[src/rtl/mem_access_unit_pkg.sv]
// Shared constants, size/format codes and FSM encoding for the MEM-stage memory path.
// Access-size decode and alignment helpers are kept here so the top and lane merge agree.
package mem_access_unit_pkg;

    localparam int BYTE_SIZE       = 8;
    localparam int MAX_WAIT_STATES = 7;

    localparam logic [1:0] WR_WORD = 2'd0;
    localparam logic [1:0] WR_HALF = 2'd1;
    localparam logic [1:0] WR_BYTE = 2'd2;

    localparam logic [2:0] RD_WORD  = 3'd0;
    localparam logic [2:0] RD_SHALF = 3'd1;
    localparam logic [2:0] RD_SBYTE = 3'd2;
    localparam logic [2:0] RD_UHALF = 3'd3;
    localparam logic [2:0] RD_UBYTE = 3'd4;

    typedef enum logic {
        S_IDLE = 1'b0,
        S_BUSY = 1'b1
    } state_t;

    typedef enum logic [1:0] {
        SZ_WORD = 2'd0,
        SZ_HALF = 2'd1,
        SZ_BYTE = 2'd2
    } size_t;

    function automatic size_t store_size(input logic [1:0] wr_src);
        case (wr_src)
            WR_HALF: return SZ_HALF;
            WR_BYTE: return SZ_BYTE;
            default: return SZ_WORD;
        endcase
    endfunction

    function automatic size_t load_size(input logic [2:0] rd_src);
        case (rd_src)
            RD_SHALF, RD_UHALF: return SZ_HALF;
            RD_SBYTE, RD_UBYTE: return SZ_BYTE;
            default:            return SZ_WORD;
        endcase
    endfunction

    function automatic logic is_misaligned(input size_t sz, input logic [1:0] off);
        case (sz)
            SZ_HALF: return off[0];
            SZ_WORD: return |off;
            default: return 1'b0;
        endcase
    endfunction

endpackage

[src/rtl/mem_lane_merge.sv]
// Combinational store merge: overlays the store data onto the old word in the
// addressed little-endian lanes only.
module mem_lane_merge
    import mem_access_unit_pkg::*;
#(
    parameter int IO_BUS_SIZE = 32
) (
    input  logic [IO_BUS_SIZE-1:0] i_old,
    input  logic [IO_BUS_SIZE-1:0] i_data,
    input  logic [1:0]             i_off,
    input  size_t                  i_size,
    output logic [IO_BUS_SIZE-1:0] o_word
);

    localparam int LANES = IO_BUS_SIZE / BYTE_SIZE;

    logic [LANES-1:0]       lane_en;
    logic [IO_BUS_SIZE-1:0] data_rep;

    // Sub-word data is replicated across the word so each enabled lane picks its copy.
    always_comb begin
        lane_en  = '1;
        data_rep = i_data;
        case (i_size)
            SZ_HALF: begin
                lane_en  = LANES'(2'b11) << {i_off[1], 1'b0};
                data_rep = {(IO_BUS_SIZE/16){i_data[15:0]}};
            end
            SZ_BYTE: begin
                lane_en  = LANES'(1'b1) << i_off;
                data_rep = {LANES{i_data[7:0]}};
            end
            default: ;
        endcase
        o_word = i_old;
        for (int b = 0; b < LANES; b++) begin
            if (lane_en[b]) o_word[b*BYTE_SIZE +: BYTE_SIZE] = data_rep[b*BYTE_SIZE +: BYTE_SIZE];
        end
    end

endmodule

[src/rtl/mem_access_unit.sv]
// MEM-stage memory path with configurable latency: byte-addressed loads/stores,
// sub-word lane writes, misalignment rejection and an IDLE/BUSY stall FSM.
module mem_access_unit
    import mem_access_unit_pkg::*;
#(
    parameter int IO_BUS_SIZE   = 32,
    parameter int MEM_ADDR_SIZE = 5,
    parameter int WAIT_STATES   = 1
) (
    input  logic                                    i_clk,
    input  logic                                    i_reset,
    input  logic                                    i_flush,
    input  logic                                    i_valid,
    input  logic                                    i_mem_wr_rd,
    input  logic [1:0]                              i_mem_wr_src,
    input  logic [2:0]                              i_mem_rd_src,
    input  logic [IO_BUS_SIZE-1:0]                  i_alu_res,
    input  logic [IO_BUS_SIZE-1:0]                  i_bus_b,
    output logic [IO_BUS_SIZE-1:0]                  o_mem_rd,
    output logic                                    o_busy,
    output logic                                    o_done,
    output logic                                    o_misaligned,
    output logic [(2**MEM_ADDR_SIZE)*IO_BUS_SIZE-1:0] o_bus_debug
);

    localparam int DEPTH = 2**MEM_ADDR_SIZE;

    state_t                   state_q;
    logic [2:0]               cnt_q;
    logic                     wr_q;
    size_t                    sz_q;
    logic [2:0]               rd_src_q;
    logic [MEM_ADDR_SIZE-1:0] idx_q;
    logic [1:0]               off_q;
    logic [IO_BUS_SIZE-1:0]   data_q;
    logic [IO_BUS_SIZE-1:0]   mem_q [DEPTH];
    logic [IO_BUS_SIZE-1:0]   mem_rd_q;
    logic                     done_q;
    logic                     mis_q;

    logic [1:0]               req_off;
    logic [MEM_ADDR_SIZE-1:0] req_idx;
    size_t                    req_size;
    logic                     req_mis;
    logic                     unused_addr;

    assign req_off     = i_alu_res[1:0];
    assign req_idx     = i_alu_res[MEM_ADDR_SIZE+1:2];
    assign req_size    = i_mem_wr_rd ? store_size(i_mem_wr_src) : load_size(i_mem_rd_src);
    assign req_mis     = is_misaligned(req_size, req_off);
    assign unused_addr = ^i_alu_res[IO_BUS_SIZE-1:MEM_ADDR_SIZE+2];

    logic [IO_BUS_SIZE-1:0] rd_word;
    logic [7:0]             rd_byte;
    logic [15:0]            rd_half;
    logic [IO_BUS_SIZE-1:0] load_ext;
    logic [IO_BUS_SIZE-1:0] merged;

    assign rd_word = mem_q[idx_q];
    assign rd_byte = rd_word[{off_q, 3'b000} +: 8];
    assign rd_half = rd_word[{off_q[1], 4'b0000} +: 16];

    always_comb begin
        load_ext = rd_word;
        case (rd_src_q)
            RD_SHALF: load_ext = {{(IO_BUS_SIZE-16){rd_half[15]}}, rd_half};
            RD_SBYTE: load_ext = {{(IO_BUS_SIZE-8){rd_byte[7]}}, rd_byte};
            RD_UHALF: load_ext = {{(IO_BUS_SIZE-16){1'b0}}, rd_half};
            RD_UBYTE: load_ext = {{(IO_BUS_SIZE-8){1'b0}}, rd_byte};
            default:  load_ext = rd_word;
        endcase
    end

    mem_lane_merge #(.IO_BUS_SIZE(IO_BUS_SIZE)) u_merge (
        .i_old  (rd_word),
        .i_data (data_q),
        .i_off  (off_q),
        .i_size (sz_q),
        .o_word (merged)
    );

    always_ff @(posedge i_clk or posedge i_reset) begin
        if (i_reset) begin
            state_q  <= S_IDLE;
            cnt_q    <= '0;
            wr_q     <= 1'b0;
            sz_q     <= SZ_WORD;
            rd_src_q <= '0;
            idx_q    <= '0;
            off_q    <= '0;
            data_q   <= '0;
            mem_rd_q <= '0;
            done_q   <= 1'b0;
            mis_q    <= 1'b0;
            for (int w = 0; w < DEPTH; w++) mem_q[w] <= '0;
        end else if (i_flush) begin
            state_q <= S_IDLE;
            cnt_q   <= '0;
            done_q  <= 1'b0;
            mis_q   <= 1'b0;
            for (int w = 0; w < DEPTH; w++) mem_q[w] <= '0;
        end else begin
            done_q <= 1'b0;
            mis_q  <= 1'b0;
            case (state_q)
                S_IDLE: begin
                    if (i_valid) begin
                        // A rejected request is answered next cycle without touching memory.
                        if (req_mis) begin
                            done_q <= 1'b1;
                            mis_q  <= 1'b1;
                        end else begin
                            wr_q     <= i_mem_wr_rd;
                            sz_q     <= req_size;
                            rd_src_q <= i_mem_rd_src;
                            idx_q    <= req_idx;
                            off_q    <= req_off;
                            data_q   <= i_bus_b;
                            cnt_q    <= 3'(WAIT_STATES);
                            state_q  <= S_BUSY;
                        end
                    end
                end
                S_BUSY: begin
                    if (cnt_q != 3'd0) begin
                        cnt_q <= cnt_q - 3'd1;
                    end else begin
                        if (wr_q) mem_q[idx_q] <= merged;
                        else      mem_rd_q     <= load_ext;
                        done_q  <= 1'b1;
                        state_q <= S_IDLE;
                    end
                end
                default: state_q <= S_IDLE;
            endcase
        end
    end

    assign o_mem_rd     = mem_rd_q;
    assign o_busy       = (state_q == S_BUSY);
    assign o_done       = done_q;
    assign o_misaligned = mis_q;

    for (genvar w = 0; w < DEPTH; w++) begin : g_dbg
        assign o_bus_debug[w*IO_BUS_SIZE +: IO_BUS_SIZE] = mem_q[w];
    end

endmodule

[config.mk]
export PLATFORM = sky130hd
export DESIGN_NAME = mem_access_unit
export DESIGN_NICKNAME = d
export VERILOG_FILES = /design/src/rtl/mem_access_unit_pkg.sv /design/src/rtl/mem_lane_merge.sv /design/src/rtl/mem_access_unit.sv
export SDC_FILE = /design/constraint.sdc
export NUM_CORES = 2
export LEC_CHECK = 0
export CORE_AREA = 5 5 437 439
export CTS_BUF_LIST = sky130_fd_sc_hd__clkbuf_2 sky130_fd_sc_hd__clkbuf_4 sky130_fd_sc_hd__clkbuf_8
export DETAILED_ROUTE_END_ITERATION = 8
export DIE_AREA = 0 0 442 444
export PLACE_DENSITY = 0.47
export SLEW_MARGIN = 5
export SYNTH_ARGS = -nofsm -noshare
export SYNTH_HDL_FRONTEND = slang
export SYNTH_HIERARCHICAL = 1
export SYNTH_SLANG_ARGS = --single-unit
[constraint.sdc]
create_clock -name i_clk -period 74.3 [get_ports i_clk]
set_clock_uncertainty 0.15 [all_clocks]
set_input_delay 14.86 -clock i_clk [delete_from_list [all_inputs] [get_ports i_clk]]
set_output_delay 14.86 -clock i_clk [all_outputs]
set_load 0.05 [all_outputs]
==> impl_metrics.tcl <==
set metrics [dict create \
    p_leak_nw 27.9 \
    start_util_pct 28.5 \
    pwr-share-seq_pct 35.5 \
    violations "capacitance limit" \
    wirelength_um 358000 \
    pin_count 1133 \
    wl_per_cell_um 37.8 \
    die-area_sq_um 196000 \
    grtUsageTotal_pct 34.9 \
    antenna_found_initial 24 \
    worstSkewPairLatency_ns 1.03 \
    startpoint_type "primary input" \
    io_buffers 1107 \
    grt_pass1_vias 49600 \
    ys_ff_latch 1107 \
    postLayoutCoreUtil_pct 38.2 \
    synth_area_leaders "dfrtp_1 (52%), nand2_1 (15%), a21oi_1 (9.9%), mux2i_1 (6.4%), mux4_2 (3.9%)" \
    cts-root-buf "clkbuf_8" \
    min_path_type "reg -> reg" \
    ys_types 75 \
    worst_hold_slack_ns 0.360 \
    max_freq_mhz 54.1 \
    routed_via_density 5.56 \
    setup_viol 0 \
    ir_drop_v 0.0000250 \
    rsz0062_at_grt "false" \
    synth_cells 5859 \
    grt_max_degree 155 \
    worstMarginPinSlew_ns 1.49 \
    cts_tree "built" \
    yosysTopAreaCell "dfrtp_1" \
    synth_flop_cell "dfrtp_1" \
    place_hpwl_um 254000 \
    grt-ovfl-total 0 \
    clk_pin_slew_ns 0.06 \
    first_iter_violations 6607 \
    pwr-share-clk_pct 36.0 \
    cts_resized 0 \
    tns_ns 0 \
    synth_nets 5938 \
    synth_edf_count 0 \
    max_cap_violations 1 \
    htreeDepth 4 \
    synth-seq-area-share_pct 52.1 \
    power_density_nw_per_um2 25.7 \
    globalplace.congestion 0.932 \
    dieHeight_um 444 \
    critPathArrivalTime_ns 19.37 \
    netlist.area_leader.share_pct 52.1 \
    numCtsBuffers 207 \
    cts_setup_buffers 0 \
    cp_max_fo 111 \
    avgSynthCellArea_sq_um 9.07 \
    areaGrowthSynthToFinish_pct 34.1 \
    cts.sinks 1107 \
    slew_headroom_pct 0.426 \
    combPwrFrac_pct 28.6 \
    vias 52600 \
    critPathKind "in -> async" \
    synth_area_sq_um 53200 \
    hold_buffers 0 \
    internal_power_w 0.00110 \
    yosysWarnings 6 \
    grt_first_pass_wirelength_um 472000 \
    period_needed_ns 18.50 \
    core_area_sq_um 187000 \
    drv_slew 0 \
    required_ns 75.17 \
    fp-row-count 159 \
    clk_path_buf_depth 3 \
    status "finished with violations" \
    period_share_pct 24.9 \
    sw_frac_of_total_pct 39.8 \
    nFillCells 18800 \
    nets 6864 \
    drc 0 \
    crit_path_end_kind "async pin" \
    final_hold_viol_count 0 \
    synthArstFlopShare_pct 100 \
    dieWidth_um 442 \
    firstDrtPassIters 6 \
    ant_nets 0 \
    power_switching_w 0.000729 \
    layout-drive-gt1-share_pct 11.7 \
]
routing by layer:
| layer | wire length [um] | up-vias | global-route usage, % |
|---|---|---|---|
| met5 | 45 | - | 0 |
| met4 | 30100 | 6 | 23.7 |
| met3 | 30600 | 748 | 9.11 |
| met1 | 139000 | 27000 | 43.1 |
| met2 | 159000 | 3075 | 53.7 |
| li1 | - | 21700 | - |
power groups by stage:
stage          clock, W  combinational (W)  sequential [W]
6_report       0.000659           0.000523        0.000649
5_1_grt        0.000691           0.000529        0.000650
4_1_cts        0.000667           0.000517        0.000649
3_5_place_dp          0           0.000516        0.000659
3_3_place_gp          0           0.000516        0.000659
2_1_floorplan         0           0.000252        0.000676
synthesized netlist by cell type (9+ instances only):
| cell | number |
|---|---|
| a22o_1 | 10 |
| buf_4 | 20 |
| o21ai_0 | 34 |
| nor3_1 | 9 |
| o22ai_1 | 161 |
| buf_6 | 31 |
| mux4_2 | 92 |
| inv_1 | 15 |
| a21oi_1 | 1050 |
| nor2_1 | 56 |
| nor4_1 | 37 |
| mux2_2 | 68 |
| o22a_1 | 27 |
| mux2i_1 | 342 |
| a22oi_1 | 21 |
| buf_2 | 40 |
| nand2_1 | 2127 |
| dfrtp_1 | 1107 |
| a221o_1 | 10 |
| nor2b_1 | 9 |
| clkbuf_1 | 452 |
| nand3_1 | 10 |
worst max-delay path, cell delays in order:
cell and delay [ns]:
clkdlybuf4s50_1 0.49, inv_8 0.53, buf_4 0.85, buf_4 0.75, buf_4 0.76, buf_4 0.77
kinds of logic after synthesis:
family | synth area share (%)
AOI/OAI and AO/OA | 14.0
xor gates and xnor gates | 0.0824
adders and majority gates | 0.118
buffers and inverters | 4.63
DFF | 52.1
muxes | 12.0
and+or+nand+nor | 17.0
flip-flops by register name, summed over array words and instances (netlist names):
signal,flops
idx_q,5
o_bus_debug,1024
o_misaligned,1
cnt_q,3
o_mem_rd,32
o_done,1
data_q,32
wr_q,1
sz_q,2
o_busy,1
off_q,2
rd_src_q,3
layout make-up:
cell class | count | area, sq um | share of cell area (%)
well taps | 2495 | 3120 | 4.38
clock buffers | 337 | 4190 | 5.88
clock inverters | 34 | 297 | 0.416
diodes | 10 | 25.0 | 0.0351
repair buffers | 1261 | 12300 | 17.3
inverters | 16 | 67.6 | 0.0948
flip-flops and latches | 1107 | 27700 | 38.9
multi-input cells | 4192 | 23600 | 33.0
cells in the final DEF (no fill, tap or decap), drive strengths merged, types with 37 or more instances in the layout:
cell type	instances
clkdlybuf4s50	1106
mux2	76
o21ai	38
o22ai	161
buf	155
clkbuf	337
nand2	2127
nor2	57
a21oi	1051
dfrtp	1107
mux4	92
mux2i	342
nor4	37
final timing paths:
path                            slack [ns]  depth (start not counted)                startpoint                            to
worst max-delay path                 55.80                          6                   i_reset  o_bus_debug[792]$_DFFE_PP0P_
worst min-delay path                  0.36                          1  o_mem_rd[29]$_DFFE_PP0P_      o_mem_rd[29]$_DFFE_PP0P_
worst max register to register       68.06                         11      idx_q[0]$_DFFE_PP0P_  o_bus_debug[137]$_DFFE_PP0P_
worst min register to register        0.36                          1  o_mem_rd[29]$_DFFE_PP0P_      o_mem_rd[29]$_DFFE_PP0P_
max in group i_clk                   55.93                          6                   i_flush  o_bus_debug[222]$_DFFE_PP0P_
min in group asynchronous            14.21                          2                   i_reset  o_bus_debug[485]$_DFFE_PP0P_
stage by stage:
stage	cells	power [W]	instance area, sq um	setup slack [ns]
after global placement	9071	0.00118	66800	54.66
final	9452	0.00183	71300	55.80
after global routing	9446	0.00187	71300	55.22
after detailed placement	9071	0.00118	66800	54.66
after floorplan	5859	0.000927	53200	28.12
after CTS	9442	0.00183	71200	55.77
Power figures use the tool's default switching activity.
